$ cat config.mk
export PLATFORM = sky130hd
export DESIGN_NAME = digest_match
export DESIGN_NICKNAME = d
export VERILOG_FILES = /design/src/rtl/digest_match.sv
export SDC_FILE = /design/constraint.sdc
export NUM_CORES = 1
export LEC_CHECK = 0
export ABC_CLOCK_PERIOD_IN_PS = 31500
export CAP_MARGIN = 10
export CORE_ASPECT_RATIO = 0.7
export CORE_MARGIN = 2
export CORE_UTILIZATION = 47
export CTS_CLUSTER_SIZE = 24
export DETAILED_ROUTE_END_ITERATION = 6
export PLACE_DENSITY = 0.69
export SYNTH_ARGS = -nofsm -noshare
export SYNTH_HDL_FRONTEND = slang
export SYNTH_SLANG_ARGS = --single-unit
$ cat constraint.sdc
create_clock -name clk -period 31.5 [get_ports clk]
set_input_delay 6.3 -clock clk [delete_from_list [all_inputs] [get_ports clk]]
set_output_delay 6.3 -clock clk [all_outputs]
set_load 0.005 [all_outputs]
$ cat src/rtl/digest_match.sv
// digest_match
//   Collects 5-word SHA-1 digests from a word stream. The first two words of
//   each digest are compared against a masked target. Digests that match are
//   queued, together with their burst index, in a small hit FIFO.
//
// Ports
//   clk        : sole clock, rising edge
//   rst_n      : synchronous active-low reset
//   din        : digest word stream, word 0 first, 0 outside bursts
//   din_first  : marks the cycle carrying word 0 of a burst
//   target     : compare value for words 0..1 (word 0 in [63:32])
//   mask       : compare mask, 1 = bit must equal target
//   hit_valid  : FIFO head holds a hit
//   hit_ready  : consumer takes the head on hit_valid & hit_ready
//   hit_digest : head digest, word 0 in [159:128]
//   hit_index  : index of the burst that produced the head entry
//   overflow   : sticky, a hit was dropped on a full FIFO
//   frame_err  : sticky, din_first arrived in the middle of a burst
module digest_match #(
    parameter int FIFO_DEPTH = 4,
    parameter int INDEX_W    = 32
) (
    input  logic               clk,
    input  logic               rst_n,
    input  logic [31:0]        din,
    input  logic               din_first,
    input  logic [63:0]        target,
    input  logic [63:0]        mask,
    output logic               hit_valid,
    input  logic               hit_ready,
    output logic [159:0]       hit_digest,
    output logic [INDEX_W-1:0] hit_index,
    output logic               overflow,
    output logic               frame_err
);

    localparam int AW = (FIFO_DEPTH > 2) ? $clog2(FIFO_DEPTH) : 1;
    localparam logic [AW:0] FULL_CNT = (AW+1)'(FIFO_DEPTH);

    typedef enum logic [2:0] {
        IDLE,
        COLLECT1,
        COLLECT2,
        COLLECT3,
        COLLECT4
    } state_t;

    state_t             state;
    state_t             state_nxt;
    logic               burst_done;
    logic               burst_abort;
    logic [31:0]        word_q [0:3];
    logic [INDEX_W-1:0] burst_cnt;

    logic               vld_p0;
    logic [159:0]       digest_p0;
    logic [INDEX_W-1:0] index_p0;
    logic [63:0]        target_p0;
    logic [63:0]        mask_p0;

    logic               vld_p1;
    logic [159:0]       digest_p1;
    logic [INDEX_W-1:0] index_p1;

    logic [159:0]       dig_mem [0:FIFO_DEPTH-1];
    logic [INDEX_W-1:0] idx_mem [0:FIFO_DEPTH-1];
    logic [AW-1:0]      wr_ptr;
    logic [AW-1:0]      rd_ptr;
    logic [AW:0]        count;
    logic               fifo_full;
    logic               pop;
    logic               push;

    function automatic logic digest_hit(input logic [63:0] head,
                                        input logic [63:0] tgt,
                                        input logic [63:0] msk);
        return ((head ^ tgt) & msk) == 64'd0;
    endfunction

    // Collector: din_first always restarts a burst, even mid-burst
    always_comb begin
        state_nxt   = state;
        burst_done  = 1'b0;
        burst_abort = 1'b0;
        if (din_first) begin
            state_nxt   = COLLECT1;
            burst_abort = (state != IDLE);
        end else begin
            case (state)
                COLLECT1: state_nxt = COLLECT2;
                COLLECT2: state_nxt = COLLECT3;
                COLLECT3: state_nxt = COLLECT4;
                COLLECT4: begin
                    state_nxt  = IDLE;
                    burst_done = 1'b1;
                end
                default:  state_nxt = IDLE;
            endcase
        end
    end

    always_ff @(posedge clk) begin
        if (!rst_n) begin
            state     <= IDLE;
            burst_cnt <= '0;
            frame_err <= 1'b0;
        end else begin
            state <= state_nxt;
            if (burst_done) begin
                burst_cnt <= burst_cnt + INDEX_W'(1);
            end
            if (burst_abort) begin
                frame_err <= 1'b1;
            end
        end
    end

    always_ff @(posedge clk) begin
        if (din_first) begin
            word_q[0] <= din;
        end else begin
            case (state)
                COLLECT1: word_q[1] <= din;
                COLLECT2: word_q[2] <= din;
                COLLECT3: word_q[3] <= din;
                default:  ;
            endcase
        end
    end

    // Stage p0: completed digest plus the target/mask seen alongside word 4
    always_ff @(posedge clk) begin
        if (!rst_n) begin
            vld_p0 <= 1'b0;
        end else begin
            vld_p0 <= burst_done;
        end
    end

    always_ff @(posedge clk) begin
        if (burst_done) begin
            digest_p0 <= {word_q[0], word_q[1], word_q[2], word_q[3], din};
            index_p0  <= burst_cnt;
            target_p0 <= target;
            mask_p0   <= mask;
        end
    end

    // Stage p1: registered compare result, qualifies the FIFO push
    always_ff @(posedge clk) begin
        if (!rst_n) begin
            vld_p1 <= 1'b0;
        end else begin
            vld_p1 <= vld_p0 && digest_hit(digest_p0[159:96], target_p0, mask_p0);
        end
    end

    always_ff @(posedge clk) begin
        digest_p1 <= digest_p0;
        index_p1  <= index_p0;
    end

    // Hit FIFO: a push into a full FIFO survives only if the head leaves
    assign hit_valid = (count != '0);
    assign fifo_full = (count == FULL_CNT);
    assign pop       = hit_valid && hit_ready;
    assign push      = vld_p1 && (!fifo_full || pop);

    always_ff @(posedge clk) begin
        if (!rst_n) begin
            wr_ptr   <= '0;
            rd_ptr   <= '0;
            count    <= '0;
            overflow <= 1'b0;
        end else begin
            if (push) begin
                wr_ptr <= wr_ptr + AW'(1);
            end
            if (pop) begin
                rd_ptr <= rd_ptr + AW'(1);
            end
            if (push && !pop) begin
                count <= count + (AW+1)'(1);
            end else if (pop && !push) begin
                count <= count - (AW+1)'(1);
            end
            if (vld_p1 && fifo_full && !pop) begin
                overflow <= 1'b1;
            end
        end
    end

    always_ff @(posedge clk) begin
        if (push) begin
            dig_mem[wr_ptr] <= digest_p1;
            idx_mem[wr_ptr] <= index_p1;
        end
    end

    // Storage is not reset; an empty FIFO presents zeros instead
    assign hit_digest = hit_valid ? dig_mem[rd_ptr] : '0;
    assign hit_index  = hit_valid ? idx_mem[rd_ptr] : '0;

endmodule

==> results.toml <==
[sta]
tns_ns = 0
fin_crit_sh_pct = 34.1
hold_viol = 0
fin_skew_ns = 0.0277
rsz0062_at_grt = "no"
fmax_mhz = 93.1
slew_headroom_pct = -1.55
slew_violations = 21
fin_crit_ns = 10.74
finalSetupViolCount = 0
worstMarginPinSlew_ns = 1.52
worst_slack_ns = 20.76

[yosys]
yosysSeqAreaShare_pct = 83.8
synth_cells = 2207
synthArstFlopShare_pct = 0
synth.distinct_cells = 45
synth_area_leader_cell = "edfxtp_1"
synth_common_cells = "edfxtp_1, dfxtp_1, and2_1"
synth_top_area_share_pct = 74.0
syn_nets = 2378
yosysMostFrequentCell = "edfxtp_1"
syn-cell-area_mm2 = 0.0493
synth_edf_count = 1216
syn_area_per_cell_um2 = 22.4
synth_area_leaders = "edfxtp_1, dfxtp_1, mux4_2, and2_1, xor2_1"
synth_flop_cell = "edfxtp_1"
ys_seq_elements = 1456
yosysWarnings = 0

[clocking]
postCtsResizedCells = 0
cts_hold_buf = 0
cts_buffer_depth = 3
postCtsSetupRepairBufs = 0
htree_levels = 4
numCtsBuffers = 136
cts_tree = "built"
cts.sinks = 1456
clk_latency_ns = 0.75
root_buffer = "clkbuf_16"
clkTransAtPathRegs_ns = 0.07

[job]
cap_violations = 0

[run_status]
violations = "slew limit"
outcome = "finished, violations left"

[worst_setup_path]
reg2regPathDepth = 5
endpoint_kind = "output pin"
crit_path_end = "hit_digest[157]"
reg2reg_to = "dig_mem[3][36]$_DFFE_PP_"
worst_setup_path_start_kind = "flop"
reg2reg_from = "count[0]$_SDFFE_PN0P_"
arrival_ns = 4.44
crit_fanout = 42
criticalPathCategory = "flop to output pin"
reg2reg_slack_ns = 27.66
cp.required_ns = 25.20

[global_routing]
grt_pass1_wl_um = 155000
grt_pass1_vias = 22700
antenna_found_initial = 28
grt_overflow_total = 0
grt_usage_pct = 20.3
grt_max_degree = 150

[route]
routed_wirelength_um = 108000
detail_route.wl_per_cell_um = 25.9
drtIter0Drc = 2172
via_per_inst = 5.36
num_vias = 22400
dr.pass1.iters = 7
postRouteAntennaNets = 0
drc_errors = 0

[pwr]
p_clk_share_pct = 43.3
p_int_w = 0.00302
p_leak_nw = 19.1
p_per_area_mw_per_mm2 = 63.1
ir_worst_vdd_uv = 34.3
p_comb_share_pct = 1.0
p_sw_w = 0.000703
p_sw_share_pct = 18.9
pwr-share-seq_pct = 55.6

[placement]
place.gp.congestion = 0.773
dpl.hpwl_um = 64400
portBuffers = 358
dp_slack_ns = 21.27
dpl_cell_area_mm2 = 0.0546

[floorplanning]
coreArea_mm2 = 0.104
die_w_um = 391
initial_core_util_pct = 47.4
die_h_um = 275
row_count = 99
io_pins = 359
die-area_mm2 = 0.108

[worst_hold_path]
min_path_type = "flop to flop"
holdCritStartpoint = "digest_p0[15]$_DFFE_PP_"

[cells_and_area]
nNetsFinal = 2826
syn2layout_area_growth_pct = 19.7
layout-drive-gt1-share_pct = 16.1
nFillCells = 7491
design_area_mm2 = 0.0591
[power groups by stage]
stage | clock (W) | sequential, W | combinational, W
floorplan | 0 | 0.00211 | 0.00000261
global placement | 0 | 0.00211 | 0.0000387
detailed placement | 0 | 0.00212 | 0.0000391
CTS | 0.00165 | 0.00207 | 0.0000394
global route | 0.00173 | 0.00207 | 0.0000405
finish | 0.00162 | 0.00207 | 0.0000388
[worst max-delay path: stages, from the launching register on]
cell             delay [ns]
dfxtp_4                0.62
buf_4                  0.75
buf_4                  0.90
mux4_2                 0.62
and2_1                 0.20
clkdlybuf4s50_1        0.56
[cell families after synthesis]
family	share of synthesized area [%]
buffers and inverters	0.715
xor gates and xnor gates	1.69
and+or+nand+nor	4.14
muxes	8.85
AOI/OAI and AO/OA	0.672
DFF	83.8
adders and majority gates	0.193
[final cells by class]
class / instances / area, µm² / area share [%]
antenna: 4 / 10.0 / 0.0170
tap: 1414 / 1770 / 3.00
timing repair buffer: 386 / 3810 / 6.46
inverter: 7 / 26.3 / 0.0445
clock inverter: 51 / 563 / 0.953
sequential: 1456 / 41300 / 70.0
clock buffer: 197 / 3850 / 6.51
multi-input combinational: 668 / 7700 / 13.0
[placed cells by master, fill, tap and decap left out, drive strengths merged, types with 3 or more instances in the layout]
cell           instances
a21oi                  8
a221oi                 9
a22o                   9
a22oi                 12
and2                 198
and3                   3
and4                   4
buf                   29
bufinv                10
clkbuf               197
clkdlybuf4s50        357
clkinv                32
dfxtp                240
diode                  4
edfxtp              1216
ha                     6
inv                   15
mux2i                  4
mux4                 192
nand2                 19
nand3                 10
nand4                 12
nor2                  39
nor3                   8
nor4                  18
o21ai                  5
or3                    6
xnor2                 23
xor2                  72
[flip-flops by register name, summed over array words and instances (netlist names), named ones only]
signal,count
mask_p0,64
digest_p0,160
vld_p1,1
index_p1,32
frame_err,1
dig_mem,640
count,3
digest_p1,160
index_p0,32
word_q,128
idx_mem,128
target_p0,64
rd_ptr,2
state,3
wr_ptr,2
burst_cnt,32
overflow,1
vld_p0,1
[through the flow]
step                total power (W)  cells  hold WS [ns]  util, %
CTS                         0.00377   4179         0.336     56.7
floorplan                   0.00212   2207         0.323        -
finish                      0.00373   4183         0.324     56.7
detailed placement          0.00215   3931         0.327     52.4
global route                0.00384   4179         0.339     56.7
global placement            0.00215   3931         0.323     52.4
[how the worst min path moves through the flow]
stage,end,depth (start not counted)
4_1_cts,digest_p1[83]$_DFF_P_,0
3_3_place_gp,digest_p1[29]$_DFF_P_,0
3_5_place_dp,digest_p1[30]$_DFF_P_,0
2_1_floorplan,digest_p1[0]$_DFF_P_,0
5_1_grt,digest_p1[83]$_DFF_P_,0
6_report,digest_p1[15]$_DFF_P_,0
[metal layers]
layer  part of all wire (%)  vias up  track usage [%]
met1                     44    11700             30.1
met3                    7.5      146             3.89
met2                     46      902             30.5
met5                  0.047        -                0
met4                    2.4        8             6.74
li1                       -     9639                -
Note: power is estimated with default switching activity, not from simulation.
